**config.mk**
```make
export PLATFORM = sky130hd
export DESIGN_NAME = rd_ptr_empty
export DESIGN_NICKNAME = d
export VERILOG_FILES = /design/src/rtl/async_fifo_pkg.sv /design/src/rtl/sync_2ff.sv /design/src/rtl/rd_ptr_empty.sv
export SDC_FILE = /design/constraint.sdc
export NUM_CORES = 1
export LEC_CHECK = 0
export CORE_UTILIZATION = 30
export CTS_BUF_LIST = sky130_fd_sc_hd__clkbuf_8
export DETAILED_ROUTE_END_ITERATION = 6
export GPL_TIMING_DRIVEN = 0
export MAX_ROUTING_LAYER = met4
export SYNTH_ARGS = -nofsm -noshare
export SYNTH_HDL_FRONTEND = slang
export SYNTH_SLANG_ARGS = --single-unit
```
**constraint.sdc**
```tcl
create_clock -name clk -period 2.8 [get_ports clk]
set_input_delay 0.7 -clock clk [delete_from_list [all_inputs] [get_ports clk]]
set_output_delay 0.7 -clock clk [all_outputs]
set_load 0.03 [all_outputs]
```
**src/rtl/async_fifo_pkg.sv**
```systemverilog
// Shared constants and pointer types for the async FIFO read and write sides.
package async_fifo_pkg;

    localparam int FIFO_AW = 3;

    typedef logic [FIFO_AW:0]   ptr_t;
    typedef logic [FIFO_AW-1:0] addr_t;

endpackage

```
**src/rtl/sync_2ff.sv**
```systemverilog
// Two-flop synchronizer for a Gray-coded pointer crossing into the local clock domain.
module sync_2ff #(
    parameter int W = 4
) (
    input  logic         clk,
    input  logic         resetb,
    input  logic [W-1:0] d,
    output logic [W-1:0] q
);

    logic [W-1:0] q_p0;

    // stage 0 may go metastable; stage 1 gives it a full cycle to settle
    always_ff @(posedge clk or negedge resetb) begin
        if (!resetb) begin
            q_p0 <= '0;
            q    <= '0;
        end else begin
            q_p0 <= d;
            q    <= q_p0;
        end
    end

endmodule

```
**src/rtl/rd_ptr_empty.sv**
```systemverilog
// Read-side pointer, empty flag, underflow pulse and pessimistic fill count for the async FIFO.
module rd_ptr_empty
    import async_fifo_pkg::*;
#(
    parameter int AW = FIFO_AW
) (
    input  logic          clk,
    input  logic          resetb,
    input  logic          rd_en,
    input  logic [AW:0]   wr_ptr_gray,
    output logic [AW:0]   rd_ptr_gray,
    output logic [AW-1:0] rd_addr,
    output logic          empty,
    output logic          underflow,
    output logic [AW:0]   rd_count
);

    localparam int PW = AW + 1;

    function automatic logic [PW-1:0] bin2gray(input logic [PW-1:0] b);
        return b ^ (b >> 1);
    endfunction

    function automatic logic [PW-1:0] gray2bin(input logic [PW-1:0] g);
        logic [PW-1:0] b;
        b[PW-1] = g[PW-1];
        for (int i = PW - 2; i >= 0; i--) begin
            b[i] = b[i+1] ^ g[i];
        end
        return b;
    endfunction

    logic [PW-1:0] wq2_gray;
    logic [PW-1:0] wq2_bin;
    logic [PW-1:0] rd_bin;
    logic [PW-1:0] rd_bin_next;
    logic [PW-1:0] rd_gray_next;
    logic          rd_inc;

    sync_2ff #(
        .W(PW)
    ) u_wq2_sync (
        .clk   (clk),
        .resetb(resetb),
        .d     (wr_ptr_gray),
        .q     (wq2_gray)
    );

    always_comb begin
        rd_inc       = rd_en & ~empty;
        rd_bin_next  = rd_bin + {{AW{1'b0}}, rd_inc};
        rd_gray_next = bin2gray(rd_bin_next);
        wq2_bin      = gray2bin(wq2_gray);
    end

    assign rd_addr = rd_bin[AW-1:0];

    // Empty is evaluated against the post-read pointer so draining the last
    // entry raises it on the very next edge; the lap bit keeps it exact across wraps.
    always_ff @(posedge clk or negedge resetb) begin
        if (!resetb) begin
            rd_bin      <= '0;
            rd_ptr_gray <= '0;
            empty       <= 1'b1;
            underflow   <= 1'b0;
            rd_count    <= '0;
        end else begin
            rd_bin      <= rd_bin_next;
            rd_ptr_gray <= rd_gray_next;
            empty       <= (rd_gray_next == wq2_gray);
            underflow   <= rd_en & empty;
            rd_count    <= wq2_bin - rd_bin_next;
        end
    end

endmodule

```
* After elaboration in Yosys (flattened, before gate mapping)
Cells that the tools add are included.
** Word-level totals
- Register bits after elaboration :: 22
- Bits of input ports :: 7
- Output and inout bits :: 13
- Logic and storage cells :: 17
** Cells by class
- Add/sub/neg operators :: 2
- Equal/unequal tests :: 1
- Bitwise operators :: 7
** Operator list (count)
- adder 4 x 1 -> 4 bit :: 1
- == test 4 bit :: 1
- subtractor 4 bit :: 1
- bitwise XOR 4 x 3 -> 4 bit :: 1
- bitwise XOR 1 bit :: 3
- bitwise AND 1 bit :: 2
- inverter 1 bit :: 1

* Depth between registers and ports, before layout
- Depth after elaboration :: 5
- Depth in mapped cells :: 9
- Gate-level depth less buffers :: 9

* Hierarchy
From an unflattened synthesis, not the netlist that was laid out.
** Unflattened totals
- Cell total of the unflattened synthesis :: 67
- Area total of the unflattened synthesis :: 880.8 um2
** Modules (own cells, without submodules)
- rd_ptr_empty :: times used 1, cells an instance 59, area an instance 680.7 um2, sequential area each 326.6 um2
- sync_2ff :: times used 1, cells an instance 8, area an instance 200.2 um2, sequential area each 200.2 um2

* Least setup slack after synthesis
Ideal clock, no wire load.
- Path type :: input to register
- Start point :: in rd_en
- End point :: reg rd_count[2]
- Setup time :: 0.132 ns
- Arrival time :: 2.040 ns
- Data required time :: 2.668 ns
- Slack :: 0.628 ns
- Stages :: 8
- Buffers on the path :: 1
- Cell sequence :: nor2b_1 ha_1 ha_1 buf_6 xor2_1 ha_1 mux2i_1 xnor2_1
** Between the ends
- Longest elaborated chain between the ends :: 3
** Ends and longest elaborated chain
- from (decl) :: RTL line rd_ptr_empty.sv:9 : input logic rd_en,
- bitwise AND 1 bit :: RTL line rd_ptr_empty.sv:50 : rd_inc = rd_en & ~empty;
- adder 4 x 1 -> 4 bit :: RTL line rd_ptr_empty.sv:51 : rd_bin_next = rd_bin + {{AW{1'b0}}, rd_inc};
- subtractor 4 bit :: RTL line rd_ptr_empty.sv:72 : rd_count <= wq2_bin - rd_bin_next;
- to (signal assigned) :: RTL line rd_ptr_empty.sv:72
- to (decl) :: RTL line rd_ptr_empty.sv:15 : output logic [AW:0] rd_count
Every way passes these cells.

* Worst setup path after layout
- Start point :: in rd_en
- End point :: reg rd_count[3]
** Between the ends
- Longest elaborated chain between the ends :: 3
** Ends and longest elaborated chain
- bitwise AND 1 bit :: RTL line rd_ptr_empty.sv:50
- adder 4 x 1 -> 4 bit :: RTL line rd_ptr_empty.sv:51
- named net rd_bin_next[2] :: RTL line rd_ptr_empty.sv:36 : logic [PW-1:0] rd_bin_next;
- subtractor 4 bit :: RTL line rd_ptr_empty.sv:72
The timed path passes the listed nets, and every way through them passes these cells.

==> results.tsv <==
stage	metric	value	unit
clock_tree	clockBufferDepth	2	
global_route	grt_max_degree	22	
yosys	async_reset_ff_share	100.0	%
global_route	grt_pass1_vias	534	
worst_setup_path	critPathLaunchType	input port	
yosys	yosys_warnings	0	
route	drc_errors	0	
yosys	ys_seq_area_share	59.55	%
min_path	min_to	u_wq2_sync.q[1]	
min_path	hp-class	reg2reg	
clock_tree	cts_sinks	21	
route	routed_wl	1.310	mm
global_route	track_usage	9.611	%
worst_setup_path	rr_worst_depth	9	
global_route	grt_remaining_overflow	0	
yosys	yosys.area.top_type	dfrtp_1	
global_route	grt_first_pass_wirelength	2.228	mm
worst_setup_path	r2r_start	u_wq2_sync.q[3]	
die	io_pins	20	
sta	fin_setup_tns	0	ns
pwr	power.density	1301	nW/um^2
die	start_util	31.80	%
yosys	synthDominantCellAreaShare	56.58	%
clock_tree	clock_latency	0.25	ns
clock_tree	cts_resized	0	
sta	fin_crit	2.473	ns
yosys	synth_area_per_cell	13.40	sq um
finish	final_cell_area	1160	sq um
yosys	yosysUniqueCellTypes	22	
global_route	grt_antenna_before_repair	0	
worst_setup_path	crit_fanout	7	
min_path	hold_path_startpoint	u_wq2_sync.q_p0[1]	
die	die_h	56.30	microns
worst_setup_path	r2r-end	rd_count[3]	
worst_setup_path	worst_ep_arrival_time	2.61	ns
worst_setup_path	crit_path_end_kind	register	
finish	final_util	41.70	%
yosys	syn_area	884.6	sq um
route	routed_via_density	4.458	
route	firstDrtPassIters	4	
sta	fmax	0.4043	GHz
yosys	synth.most_common_cell	dfrtp_1	
clock_tree	cts_tree	yes	
yosys	synth_edf_count	0	
worst_setup_path	reg2reg_slack	0.63	ns
route	wl_per_cell	10.92	microns
worst_setup_path	path_class	in2reg	
place	port-buffer-count	19	
pwr	power	1.509	mW
place	place_area	1114	sq um
die	core_area	2781	sq um
place	gp_congestion	0.6795	
route	drt_iter0_drc	12	
die	dieArea	3170	sq um
min_path	whs_path_depth	0	
worst_setup_path	crit_required	2.93	ns
sta	setup_violations	0	
job	maxCapViolations	0	
clock_tree	h-tree-depth	1	
sta	tightest_slew	0.8984	ns
die	die-width	56.30	microns
finish	drive_gt1_share	8.989	%
yosys	ys_ff_latch	21	
clock_tree	cts_hold_buf	0	
sta	post-route-period-util	88.33	%
sta	slew_headroom	39.92	%
yosys	ys.flop_type	dfrtp_1	
yosys	synth.top_cells.by_count	20 x dfrtp_1, 9 x xor2_1, 7 x xnor2_1	
pwr	ir_drop	652.0	uV
sta	grt_setup_unrepaired	false	
pwr	p_leak	0.5106	nW
finish	finalNetCount	102	
clock_tree	clk_pin_slew_worst_paths	0.07	ns
yosys	synth_cells	66	
status	status	completed	
finish	n_antenna_cell	0	
route	vias	535	
route	ant_nets	0	
yosys	synth_nets	78	
place	pre_cts_ws	0.06410	ns
sta	fin_skew	0.003725	ns
yosys	yosys-top-cells-area	dfrtp_1 57%, xor2_1 8.9%, ha_1 7.1%	
die	row_count	19	
finish	area_growth	31.12	%
sta	finalHoldViolCount	0	
clock_tree	cts_setup_buffers	0	
clock_tree	cts_buffers	3	
sta	report.final.slew_viol_count	0	
clock_tree	root_buffer	clkbuf_8	
sta	worst_slack	0.3268	ns
==> power by group <==
group | switching, mW | internal [mW] | total (mW)
Combinational | 0.470 | 0.385 | 0.855
Sequential | 0.0530 | 0.409 | 0.462
Clock | 0.0928 | 0.0988 | 0.192
==> flip-flops by register name, summed over array words and instances, names as in the netlist <==
name and count:
rd_bin 4, rd_count 4, u_wq2_sync.q 4, u_wq2_sync.q_p0 4, rd_ptr_gray 3, empty 1
underflow 1
==> routing by layer <==
layer | GRT usage, % | routed length [microns] | vias up
met3 | 2.765 | 60 | 2
met4 | 5.226 | 6 | 0
met1 | 11.38 | 634 | 258
met2 | 14.80 | 610 | 17
met5 | - | 0 | -
li1 | - | - | 258
==> through the flow <==
stage | instances | hold WS [ns]
5_1_grt | 120 | 0.3588
3_5_place_dp | 116 | 0.3389
4_1_cts | 120 | 0.3569
3_3_place_gp | 116 | 0.3327
6_report | 120 | 0.3521
2_1_floorplan | 66 | 0.3312
==> worst max path at each step <==
stage | end | cells after the start | startpoint
floorplan | rd_count[2] | 8 | rd_en
global placement | empty | 9 | rd_en
detailed placement | empty | 9 | rd_en
CTS | empty | 9 | rd_en
global route | rd_count[3] | 9 | rd_en
finish | rd_count[3] | 9 | rd_en
==> layout make-up <==
cell class / count / area [sq um]
clock inverter: 1 / 5.005
sequential: 21 / 526.8
clock buffer: 3 / 41.29
tap: 31 / 38.79
buffer: 2 / 16.27
fill: 274 / 1622
multi-input combinational: 40 / 330.3
inverter: 3 / 11.26
timing repair buffer: 19 / 190.2
==> critical path, stage by stage <==
cell,delay [ns]
clkdlybuf4s50_1,0.46
nor2b_1,0.18
ha_1,0.17
ha_1,0.21
xor2_2,0.37
a22oi_1,0.16
o21ai_1,0.11
nand3_1,0.10
xnor2_1,0.13
==> cell families (layout without fill, tap and decap cells) <==
kind of cell | count (synthesis) | count (layout) | synth area share, %
AO/OA/AOI/OAI | 5 | 5 | 3.537
XOR/XNOR | 17 | 17 | 17.68
adder cells (fa/ha/maj) | 5 | 5 | 7.072
buffers and inverters | 5 | 28 | 3.111
flip-flops | 21 | 21 | 59.55
multiplexers | 2 | 2 | 2.263
AND/OR/NAND/NOR | 11 | 11 | 6.791
==> layout by cell type, fill, tap and decap left out, types with 2 or more instances in the layout <==
cell type and n:
dfrtp_1 20, clkdlybuf4s50_1 19, xor2_1 9, xnor2_1 7, ha_1 5, inv_1 3, clkbuf_8 3, nand3_1 2
mux2i_1 2, o21ai_1 2, nor2_1 2, nand2b_1 2
No activity file was read; power rests on OpenSTA's default activity.
